`config.mk`:
```
export PLATFORM = sky130hd
export DESIGN_NAME = neuron_seq
export DESIGN_NICKNAME = d
export VERILOG_FILES = /design/src/rtl/neuron_seq.sv
export SDC_FILE = /design/constraint.sdc
export NUM_CORES = 1
export LEC_CHECK = 0
export ABC_AREA = 1
export BUFFER_PORTS_ARGS = -buffer_cell sky130_fd_sc_hd__buf_4
export CAP_MARGIN = 10
export CORE_ASPECT_RATIO = 0.75
export CORE_MARGIN = 2
export CORE_UTILIZATION = 35
export CTS_BUF_LIST = sky130_fd_sc_hd__clkbuf_4
export CTS_CLUSTER_DIAMETER = 30
export DETAILED_ROUTE_END_ITERATION = 12
export GPL_TIMING_DRIVEN = 0
export MAX_ROUTING_LAYER = met4
export PLACE_DENSITY = 0.5
export SETUP_SLACK_MARGIN = 0.5
export SLEW_MARGIN = 20
export SYNTH_ARGS = -nofsm -noshare
export SYNTH_HDL_FRONTEND = slang
export SYNTH_SLANG_ARGS = --single-unit
```
`constraint.sdc`:
```
create_clock -name clk -period 3.15 [get_ports clk]
set_input_delay 0.4725 -clock clk [delete_from_list [all_inputs] [get_ports clk]]
set_output_delay 0.4725 -clock clk [all_outputs]
set_load 0.05 [all_outputs]
```
`src/rtl/neuron_seq.sv`:
```
// Serial multiply-accumulate neuron: N_INPUTS (x, w) beats, bias add, ReLU, valid/ready result.
// Define NEURON_SAT_EN for saturating accumulation and the sat_flag output.
module neuron_seq #(
    parameter int DATA_W   = 8,
    parameter int N_INPUTS = 3,
    parameter int ACC_W    = 20
) (
    input  logic              clk,
    input  logic              rst,
    input  logic              clear,
    input  logic              in_valid,
    output logic              in_ready,
    input  logic [DATA_W-1:0] x,
    input  logic [DATA_W-1:0] w,
    input  logic [DATA_W-1:0] bias,
    output logic              out_valid,
    input  logic              out_ready,
    output logic [ACC_W-1:0]  y,
    output logic              busy
`ifdef NEURON_SAT_EN
    ,
    output logic              sat_flag
`endif
);

    localparam int CNT_W = $clog2(N_INPUTS + 1);
    localparam logic [CNT_W-1:0] LAST_BEAT = CNT_W'(N_INPUTS - 1);

    typedef enum logic [1:0] {ST_ACC, ST_BIAS, ST_ACT, ST_OUT} state_t;

    state_t                     state_q, state_d;
    logic [CNT_W-1:0]           cnt_q, cnt_d;
    logic signed [ACC_W-1:0]    acc_q, acc_d;
    logic signed [DATA_W-1:0]   bias_q, bias_d;
    logic [ACC_W-1:0]           y_q, y_d;
    logic                       out_valid_q, out_valid_d;

    logic signed [2*DATA_W-1:0] prod;
    logic signed [ACC_W-1:0]    addend;
    logic signed [ACC_W-1:0]    acc_sum;

    always_comb begin
        prod   = $signed(x) * $signed(w);
        addend = ACC_W'(prod);
        if (state_q == ST_BIAS) begin
            addend = ACC_W'(bias_q);
        end
    end

`ifdef NEURON_SAT_EN
    logic             sat_q, sat_d;
    logic             clamp;
    logic [ACC_W:0]   sum_wide;

    // One guard bit: overflow exactly when the two top bits of the widened sum disagree.
    always_comb begin
        sum_wide = {acc_q[ACC_W-1], acc_q} + {addend[ACC_W-1], addend};
        clamp    = sum_wide[ACC_W] != sum_wide[ACC_W-1];
        acc_sum  = sum_wide[ACC_W-1:0];
        if (clamp) begin
            acc_sum = sum_wide[ACC_W] ? {1'b1, {(ACC_W-1){1'b0}}} : {1'b0, {(ACC_W-1){1'b1}}};
        end
    end

    assign sat_flag = sat_q;
`else
    always_comb begin
        acc_sum = acc_q + addend;
    end
`endif

    always_comb begin
        state_d     = state_q;
        cnt_d       = cnt_q;
        acc_d       = acc_q;
        bias_d      = bias_q;
        y_d         = y_q;
        out_valid_d = out_valid_q;
`ifdef NEURON_SAT_EN
        sat_d       = sat_q;
`endif
        if (clear) begin
            state_d     = ST_ACC;
            cnt_d       = '0;
            acc_d       = '0;
            out_valid_d = 1'b0;
        end else begin
            unique case (state_q)
                ST_ACC: begin
                    if (in_valid) begin
                        acc_d = acc_sum;
`ifdef NEURON_SAT_EN
                        sat_d = (cnt_q == '0) ? clamp : (sat_q | clamp);
`endif
                        if (cnt_q == '0) begin
                            bias_d = bias;
                        end
                        if (cnt_q == LAST_BEAT) begin
                            cnt_d   = '0;
                            state_d = ST_BIAS;
                        end else begin
                            cnt_d = cnt_q + CNT_W'(1);
                        end
                    end
                end
                ST_BIAS: begin
                    acc_d   = acc_sum;
`ifdef NEURON_SAT_EN
                    sat_d   = sat_q | clamp;
`endif
                    state_d = ST_ACT;
                end
                ST_ACT: begin
                    y_d         = acc_q[ACC_W-1] ? '0 : acc_q;
                    out_valid_d = 1'b1;
                    state_d     = ST_OUT;
                end
                ST_OUT: begin
                    if (out_ready) begin
                        out_valid_d = 1'b0;
                        acc_d       = '0;
                        state_d     = ST_ACC;
                    end
                end
                default: state_d = ST_ACC;
            endcase
        end
    end

    always_ff @(posedge clk or negedge rst) begin
        if (!rst) begin
            state_q     <= ST_ACC;
            cnt_q       <= '0;
            acc_q       <= '0;
            bias_q      <= '0;
            y_q         <= '0;
            out_valid_q <= 1'b0;
`ifdef NEURON_SAT_EN
            sat_q       <= 1'b0;
`endif
        end else begin
            state_q     <= state_d;
            cnt_q       <= cnt_d;
            acc_q       <= acc_d;
            bias_q      <= bias_d;
            y_q         <= y_d;
            out_valid_q <= out_valid_d;
`ifdef NEURON_SAT_EN
            sat_q       <= sat_d;
`endif
        end
    end

    assign in_ready  = (state_q == ST_ACC);
    assign busy      = (state_q != ST_ACC) || (cnt_q != '0);
    assign out_valid = out_valid_q;
    assign y         = y_q;

endmodule

```
==> results of run 1 <==
==> Yosys cell counts, types with 2 or more instances <==
cell type,number
inv_1,189
buf_2,3
o21ai_0,47
clkbuf_1,23
nand4_1,4
xor2_1,5
a21o_1,3
a211oi_1,2
buf_4,2
nand2_1,226
a21oi_1,45
ha_1,53
nor3_1,3
fa_1,56
nand3_1,47
nor2_2,2
nor2_1,48
nor4_1,2
mux2_2,8
o21ai_1,12
o21bai_1,6
nand2_2,4
o21ai_2,2
dfrtp_1,52
inv_2,6
and2_1,2
==> worst reg2reg max path, cell delays in order, from the launching register on <==
cell and delay, ps:
dfrtp_1 440, inv_1 120, ha_1 240, inv_4 100
nor2_1 430, inv_1 290, o21ai_1 140, inv_1 80
ha_4 330, nand2_4 100, inv_2 70, nand2_1 80
inv_1 80, nand2_1 60, nand2_2 80, a21oi_2 60
o21bai_1 250, a21oi_1 90, o21ai_1 80, nand2_1 50
==> path summary, 6_finish.rpt <==
| kind | start | end | cells past startpoint |
|---|---|---|---|
| min in group clk | out_ready | out_valid | 2 |
| max in group asynchronous | rst | y[15] | 1 |
| min reg2reg | y[18] | y[18] | 2 |
| min | rst | acc_q[19] | 1 |
| max reg2reg | state_q[1] | acc_q[15] | 19 |
| max | w[7] | acc_q[15] | 28 |
==> registers in the layout, indices dropped and copies added, names as in the netlist <==
register,count
cnt_q,2
out_valid,1
y,19
state_q,2
bias_q,8
acc_q,20
==> final cells by class <==
type,count,area [um2],share of cell area
multi-input combinational,588,5010,0.600
clock inverter,3,27.5,0.00330
buffer,28,353,0.0423
clock buffer,5,37.5,0.00450
inverter,195,758,0.0909
timing repair buffer,69,557,0.0668
antenna,1,2.50,0.000300
tap,236,295,0.0354
sequential,52,1300,0.156
==> cells by family (layout without fill, tap and decap cells) <==
| kind of cell | after synthesis | after routing | synth area share |
|---|---|---|---|
| XOR/XNOR | 6 | 6 | 0.00854 |
| AO/OA/AOI/OAI | 125 | 125 | 0.114 |
| buffers and inverters | 223 | 300 | 0.138 |
| other | 1 | 2 | 0.000609 |
| flip-flops | 52 | 52 | 0.211 |
| adder cells (fa/ha/maj) | 109 | 109 | 0.290 |
| AND/OR/NAND/NOR | 339 | 339 | 0.223 |
| multiplexers | 8 | 8 | 0.0146 |
==> placed cells by master, fill, tap and decap left out, types with 28 or more instances in the layout <==
master / Yosys / routed
inv_1: 189 / 160
o21ai_0: 47 / 33
nand3_1: 47 / 38
buf_4: 2 / 64
nand2_1: 226 / 177
dfrtp_1: 52 / 52
fa_1: 56 / 52
ha_4: 0 / 30
nand2_2: 4 / 34
nor2_1: 48 / 28
==> stage by stage <==
| stage | util | worst slack, ps |
|---|---|---|
| 2_1_floorplan | - | -1920 |
| 3_3_place_gp | 0.434 | -2440 |
| 3_5_place_dp | 0.434 | -2480 |
| 4_1_cts | 0.479 | -1750 |
| 5_1_grt | 0.490 | -2130 |
| 6_report | 0.490 | -1890 |
==> timing repair <==
item                       CTS  global route
buffers inserted            31             4
hold buffers                 0             0
gates resized for setup    107            47
setup endpoints to repair   19            18
pin swaps                   61            42
==> layer usage <==
layer,up-vias,GRT usage
met3,9,0.0229
met4,0,0.0233
met1,2698,0.292
met5,-,-
met2,95,0.280
li1,2797,-
==> impl_metrics.csv, run 1 <==
group,metric,value,unit
logic_synthesis,postSynth.asyncResetShare,1.00,
logic_synthesis,seq_area_frac_synth,0.211,
flow_run,drv_cap,0,
floorplan,fp-row-count,41,
setup_path,cp_data_arrival_time,5350,ps
setup_path,path_delay_family,"adder cells",
setup_path,cp.required,3460,ps
detailed_routing,wl_met1,8.80,mm
clocking,cts_buffer_depth,2,
logic_synthesis,synth.ff_latch_count,52,
floorplan,die-height,119,um
final_layout,drive_gt1_frac,0.323,
logic_synthesis,synth_fp_nets,1001,
timing,post-route-min-period,5040,ps
global_routing,track_usage,0.191,
setup_path,timing.critical_path.buf_inv,7,
clocking,root_buffer,"clkbuf_4",
place,gp_congestion,0.901,
global_routing,overflow,0,
detailed_routing,drt_iter0_drc,311,
logic_synthesis,synth_top_area_share,0.211,
timing,rsz0062_at_grt,"true",
place,dpl.cell_count,1133,
final_layout,area_delta_synth_final,35.5,%
timing,drv_slew,0,
floorplan,start_util,0.361,
status,status,"finished with violations",
global_routing,antenna_found_initial,1,
setup_path,end_kind,"flip-flop",
logic_synthesis,synth_top_cell_by_area,"dfrtp_1",
timing,worst_slack,-1890,ps
timing,finalHoldViolations,0,
timing,finalCritPeriodShare,1.60,
final_layout,fillCellCount,1679,
place,io_buffers,34,
timing,timing.hold.ws,86.7,ps
floorplan,die_x,157,um
place,placed_cell_area,7390,um2
setup_path,r2r_slack,-110,ps
clocking,h-tree-depth,2,
setup_path,worstPathMaxFanout,5,
detailed_routing,vias_per_cell,4.76,
timing,maxSlewHeadroom,0.526,
global_routing,grt_pass1_vias,5701,
detailed_routing,ant_nets,0,
clocking,numCtsBuffers,5,
status,violations,"setup timing",
logic_synthesis,synth_cells,863,
logic_synthesis,ys_warn_count,0,
timing,fin_tns_setup,-22340,ps
global_routing,grt_pass1_wl,28.2,mm
logic_synthesis,synth-edff-count,0,
logic_synthesis,synth.area.top_cells,"dfrtp_1, fa_1, nand2_1",
setup_path,path_class,"input port to flip-flop",
floorplan,fp.coreArea,17000,um2
timing,fmax,198,MHz
detailed_routing,route.met2.wl,7.05,mm
setup_path,cp-start-kind,"input port",
clocking,clock_sinks,52,
detailed_routing,drc,0,
floorplan,pin_count,52,
detailed_routing,dr_wl_met3,588,um
worst_hold_path,hp-class,"input port to asynchronous set/reset pin",
detailed_routing,wl,16.5,mm
clocking,cts.clk_slew.worst_paths,190,ps
logic_synthesis,ys.flop_type,"dfrtp_1",
detailed_routing,via_count,5599,
clocking,cts_tree,"done",
floorplan,dieArea,18700,um2
logic_synthesis,syn_avg_cell_area,7.13,um2
logic_synthesis,ys_types,37,
clocking,clk_latency,420,ps
setup_path,slowest_stage,"fa_1",
detailed_routing,detail_route.wl_per_cell,14.1,um
logic_synthesis,synth_area,6150,um2
detailed_routing,drt-pass1-iter-count,5,
final_layout,final_cell_area,8340,um2
detailed_routing,maxUsedRoutingLayer,"met4",
global_routing,grt_max_degree,53,
timing,fin_worst_skew,19.2,ps
final_layout,nets,1077,
final_layout,layout.cells.non_filler,1177,
timing,setup_violations,15,
place,hpwlAfterDp,13.1,mm
timing,tightest_slew,711,ps
setup_path,slowest_delay,510,ps
Power of run 1 is left out: the tool's default activity adds up to more than one toggle a clock period on the data nets, which glitch-free logic cannot reach.
==> run 2, diff against run 1 <==
--- a/config.mk
+++ b/config.mk
@@ -17,7 +17,6 @@
 export GPL_TIMING_DRIVEN = 0
 export MAX_ROUTING_LAYER = met4
 export PLACE_DENSITY = 0.5
-export SETUP_SLACK_MARGIN = 0.5
 export SLEW_MARGIN = 20
 export SYNTH_ARGS = -nofsm -noshare
 export SYNTH_HDL_FRONTEND = slang
==> impl_metrics.csv, run 2 (same netlist as run 1, synthesis figures left out) <==
group,metric,value,unit
status,status,"finished with violations",
status,violations,"setup timing",
global_routing,grtUsageMet2,0.279,
place,dp_slack,-2520,ps
final_layout,final_common_cell,"nand2_1",
final_layout,layout_common_cells,"nand2_1, inv_1, buf_4",
setup_path,end_kind,"flip-flop",
final_layout,area_delta_synth_final,36.0,%
clocking,root_buffer,"clkbuf_4",
setup_path,slowest_stage,"fa_2",
timing,tightest_slew,762,ps
timing,finalCritPeriodShare,1.59,
clocking,h-tree-depth,2,
global_routing,grtUsageMet1,0.302,
clocking,clock_sinks,52,
timing,timing.hold.ws,98.1,ps
timing,worst_slack,-1860,ps
global_routing,grt_pass1_wl,28.4,mm
final_layout,final_cell_area,8370,um2
detailed_routing,ant_nets,0,
global_routing,busiest_layer,"met1",
floorplan,fp.coreArea,17000,um2
place,gp_congestion,0.946,
final_layout,fillCellCount,1665,
detailed_routing,via_count,5721,
timing,rsz0062_at_grt,"true",
detailed_routing,wl,17.1,mm
final_layout,layout.cells.non_filler,1187,
timing,fmax,199,MHz
floorplan,start_util,0.361,
setup_path,slowest_delay,640,ps
setup_path,cp.required,3460,ps
clocking,cts.clk_slew.worst_paths,180,ps
floorplan,die-height,119,um
timing,drv_slew,0,
floorplan,pin_count,52,
clocking,cts_buffer_depth,2,
clocking,hold_buffers,0,
global_routing,track_usage,0.193,
clocking,clk_latency,400,ps
timing,maxSlewHeadroom,0.490,
floorplan,die_x,157,um
setup_path,path_class,"input port to flip-flop",
setup_path,worstPathMaxFanout,8,
final_layout,nets,1086,
detailed_routing,detail_route.wl_per_cell,14.4,um
clocking,numCtsBuffers,5,
global_routing,grt_max_degree,53,
timing,post-route-min-period,5010,ps
timing,setup_violations,15,
detailed_routing,drt-pass1-iter-count,5,
timing,finalHoldViolations,0,
final_layout,largest_register,"acc_q",
place,dpl.cell_count,1133,
global_routing,grt_pass1_vias,5745,
worst_hold_path,hp-class,"input port to asynchronous set/reset pin",
setup_path,cp-start-kind,"input port",
final_layout,largest_reg_flops,20,
place,io_buffers,34,
detailed_routing,drc,0,
floorplan,fp-row-count,41,
floorplan,dieArea,18700,um2
detailed_routing,vias_per_cell,4.82,
clocking,cts_tree,"done",
timing,fin_worst_skew,8.50,ps
global_routing,grt.met3_usage,0.0215,
place,placed_cell_area,7390,um2
detailed_routing,drt_iter0_drc,329,
place,hpwlAfterDp,13.3,mm
flow_run,drv_cap,0,
global_routing,overflow,0,
final_layout,drive_gt1_frac,0.330,
global_routing,antenna_found_initial,1,
setup_path,cp_data_arrival_time,5330,ps
-- run 2: cell count changes in the layout (fill, tap and decap cells not counted), moves of 4 or more --
cell,delta
buf_4,+8
inv_2,+6
a21oi_4,+4
clkbuf_16,-4
ha_1,+4
ha_4,-4
nand2_1,+4
nand2_2,-4
o21ai_0,+4
-- run 2: routing by layer --
layer  vias up  share of wire
li1       2816              -
met1      2805           0.54
met2        96           0.42
met3         4          0.036
met4         0         0.0039
met5         -              0
-- run 2: stage by stage --
| step | util | setup TNS, ps |
|---|---|---|
| final | 0.491 | -21560 |
| after global routing | 0.491 | -24380 |
| after CTS | 0.460 | -21480 |
| after detailed placement | 0.434 | -30360 |
| after global placement | 0.434 | -29900 |
| after floorplan | - | -22340 |
-- run 2: worst paths after layout --
| path | startpoint | end | slack [ps] | depth (start not counted) |
|---|---|---|---|---|
| min in group clk | out_ready | out_valid | 230 | 2 |
| worst max-delay path | w[4] | acc_q[17] | -1860 | 30 |
| max in group asynchronous | rst | state_q[1] | 2570 | 1 |
| worst max register to register | state_q[1] | acc_q[19] | -180 | 23 |
| worst min register to register | y[17] | y[17] | 530 | 2 |
| worst min-delay path | rst | bias_q[4] | 100 | 1 |
-- run 2: cell type report --
cell class                      instances  area, um2  share of cell area
Antenna cell                            2       5.00            0.000598
Buffer                                 28        303              0.0362
Clock buffer                            5       37.5             0.00449
Clock inverter                          3       27.5             0.00329
Inverter                              195        751              0.0897
Multi-Input combinational cell        588       5020               0.600
Sequential cell                        52       1300               0.156
Tap cell                              236        295              0.0353
Timing Repair Buffer                   78        628              0.0751
-- run 2: timing repair --
action,4_1_cts,5_1_grt
gates resized for setup,52,107
gates cloned,0,0
setup buffers,23,21
pin swaps,50,101
endpoints found under the setup margin,16,16
-- run 2: critical path: cells and delay by family --
family / cells / cell delay (ps)
adders and majority gates: 6 / 2650
and+or+nand+nor: 14 / 1440
buffers and inverters: 8 / 590
AOI/OAI and AO/OA: 2 / 140
Power of run 2 is left out for the same reason.
==> run 3, diff against run 2 <==
--- a/config.mk
+++ b/config.mk
@@ -16,7 +16,7 @@
 export DETAILED_ROUTE_END_ITERATION = 12
 export GPL_TIMING_DRIVEN = 0
 export MAX_ROUTING_LAYER = met4
-export PLACE_DENSITY = 0.5
+export PLACE_DENSITY = 0.55
 export SLEW_MARGIN = 20
 export SYNTH_ARGS = -nofsm -noshare
 export SYNTH_HDL_FRONTEND = slang
==> impl_metrics.csv, run 3 (same netlist as run 1, synthesis figures left out) <==
group,metric,value,unit
status,status,"finished with violations",
status,violations,"setup timing",
setup_path,worstPathMaxFanout,5,
setup_path,cp-start-kind,"input port",
setup_path,slowest_delay,540,ps
floorplan,pin_count,52,
final_layout,multi_input_area,4990,um2
timing,tightest_slew,679,ps
timing,finalCritPeriodShare,1.62,
final_layout,largest_reg_flops,20,
setup_path,cp_data_arrival_time,5420,ps
detailed_routing,wl_met1,8.53,mm
clocking,clock_sinks,52,
detailed_routing,wl,16.3,mm
floorplan,dieArea,18700,um2
floorplan,die_x,157,um
final_layout,layout_common_cells,"nand2_1, inv_1, buf_4",
setup_path,cp_common_cell,"nand2_2",
clocking,root_buffer,"clkbuf_4",
final_layout,drive_gt1_frac,0.344,
final_layout,num_antenna_cells,0,
place,gp_congestion,0.841,
floorplan,die-height,119,um
clocking,clk_latency,410,ps
clocking,h-tree-depth,2,
timing,worst_slack,-1950,ps
floorplan,start_util,0.361,
clocking,cts.clk_slew.worst_paths,180,ps
setup_path,slowest_stage,"fa_1",
timing,rsz0062_at_grt,"true",
clocking,numCtsBuffers,5,
place,io_buffers,34,
detailed_routing,route.met2.wl,7.00,mm
setup_path,cp.required,3470,ps
final_layout,largest_register,"acc_q",
detailed_routing,via_count,5657,
timing,drv_slew,0,
floorplan,fp.coreArea,17000,um2
timing,maxSlewHeadroom,0.547,
timing,post-route-min-period,5100,ps
final_layout,fillCellCount,1711,
global_routing,grt_pass1_vias,5541,
global_routing,track_usage,0.183,
final_layout,regArea,1300,um2
final_layout,nets,1094,
detailed_routing,dr_wl_met3,638,um
final_layout,final_common_cell,"nand2_1",
setup_path,r2r_cells,16,
detailed_routing,vias_per_cell,4.74,
final_layout,area_delta_synth_final,36.7,%
timing,finalHoldViolations,0,
detailed_routing,maxUsedRoutingLayer,"met4",
worst_hold_path,hp-class,"input port to asynchronous set/reset pin",
detailed_routing,detail_route.wl_per_cell,13.6,um
timing,timing.hold.ws,63.6,ps
global_routing,grt_pass1_wl,27.0,mm
detailed_routing,drt_iter0_drc,313,
flow_run,drv_cap,0,
detailed_routing,drt-pass1-iter-count,5,
global_routing,overflow,0,
detailed_routing,ant_nets,0,
timing,fmax,196,MHz
timing,fin_worst_skew,24.6,ps
floorplan,fp-row-count,41,
final_layout,fin_util,0.494,
setup_path,path_class,"input port to flip-flop",
global_routing,antenna_found_initial,0,
detailed_routing,drc,0,
place,hpwlAfterDp,12.4,mm
setup_path,end_kind,"flip-flop",
timing,setup_violations,15,
global_routing,grt_max_degree,53,
clocking,cts_tree,"done",
clocking,cts_buffer_depth,2,
-- run 3: cell count changes in the layout (fill, tap and decap cells not counted), sizes merged --
cell | previous run | this run
clkbuf | 24 | 23
buf | 87 | 96
diode | 2 | 0
-- run 3: path summary, 6_finish.rpt --
check	from	end	slack, ps
worst max-delay path	w[7]	acc_q[19]	-1950
worst min-delay path	rst	y[2]	60
worst max register to register	state_q[1]	acc_q[10]	-100
worst min register to register	bias_q[1]	bias_q[1]	530
max in group asynchronous	rst	y[11]	2610
min in group clk	out_ready	out_valid	210
-- run 3: area by class of cell --
cell class	instances	share of cell area
buffer	28	0.0372
clock buffer	5	0.00446
clock inverter	3	0.00327
inverter	195	0.0896
multi-input combinational	588	0.594
sequential	52	0.155
tap	236	0.0351
timing repair buffer	86	0.0817
-- run 3: what timing repair did --
| item | 4_1_cts | 5_1_grt |
|---|---|---|
| endpoints found under the setup margin | 16 | 16 |
| pin swaps | 57 | 77 |
| hold buffers | 0 | 0 |
| resized for setup | 64 | 102 |
| buffers inserted | 35 | 17 |
-- run 3: per-stage QoR --
| step | setup TNS [ps] | std cells | worst slack (ps) | area (um2) |
|---|---|---|---|---|
| after floorplan | -22340 | 863 | -1920 | 6840 |
| after global placement | -30260 | 1133 | -2500 | 7390 |
| after detailed placement | -29960 | 1133 | -2500 | 7390 |
| after CTS | -21170 | 1176 | -1830 | 7960 |
| after global routing | -25040 | 1193 | -2140 | 8410 |
| final | -21930 | 1193 | -1950 | 8410 |
-- run 3: metal layers --
metal / vias to the layer above / track usage
li1: 2835 / -
met5: - / -
met3: 11 / 0.0255
met1: 2726 / 0.277
met4: 0 / 0.0199
met2: 85 / 0.269
-- run 3: critical path, delay by kind of cell --
| kind | cells | cell delay [ps] |
|---|---|---|
| buffers and inverters | 7 | 500 |
| and+or+nand+nor | 13 | 1410 |
| AOI/OAI and AO/OA | 3 | 670 |
| adders and majority gates | 6 | 2340 |
Power of run 3 is left out for the same reason.
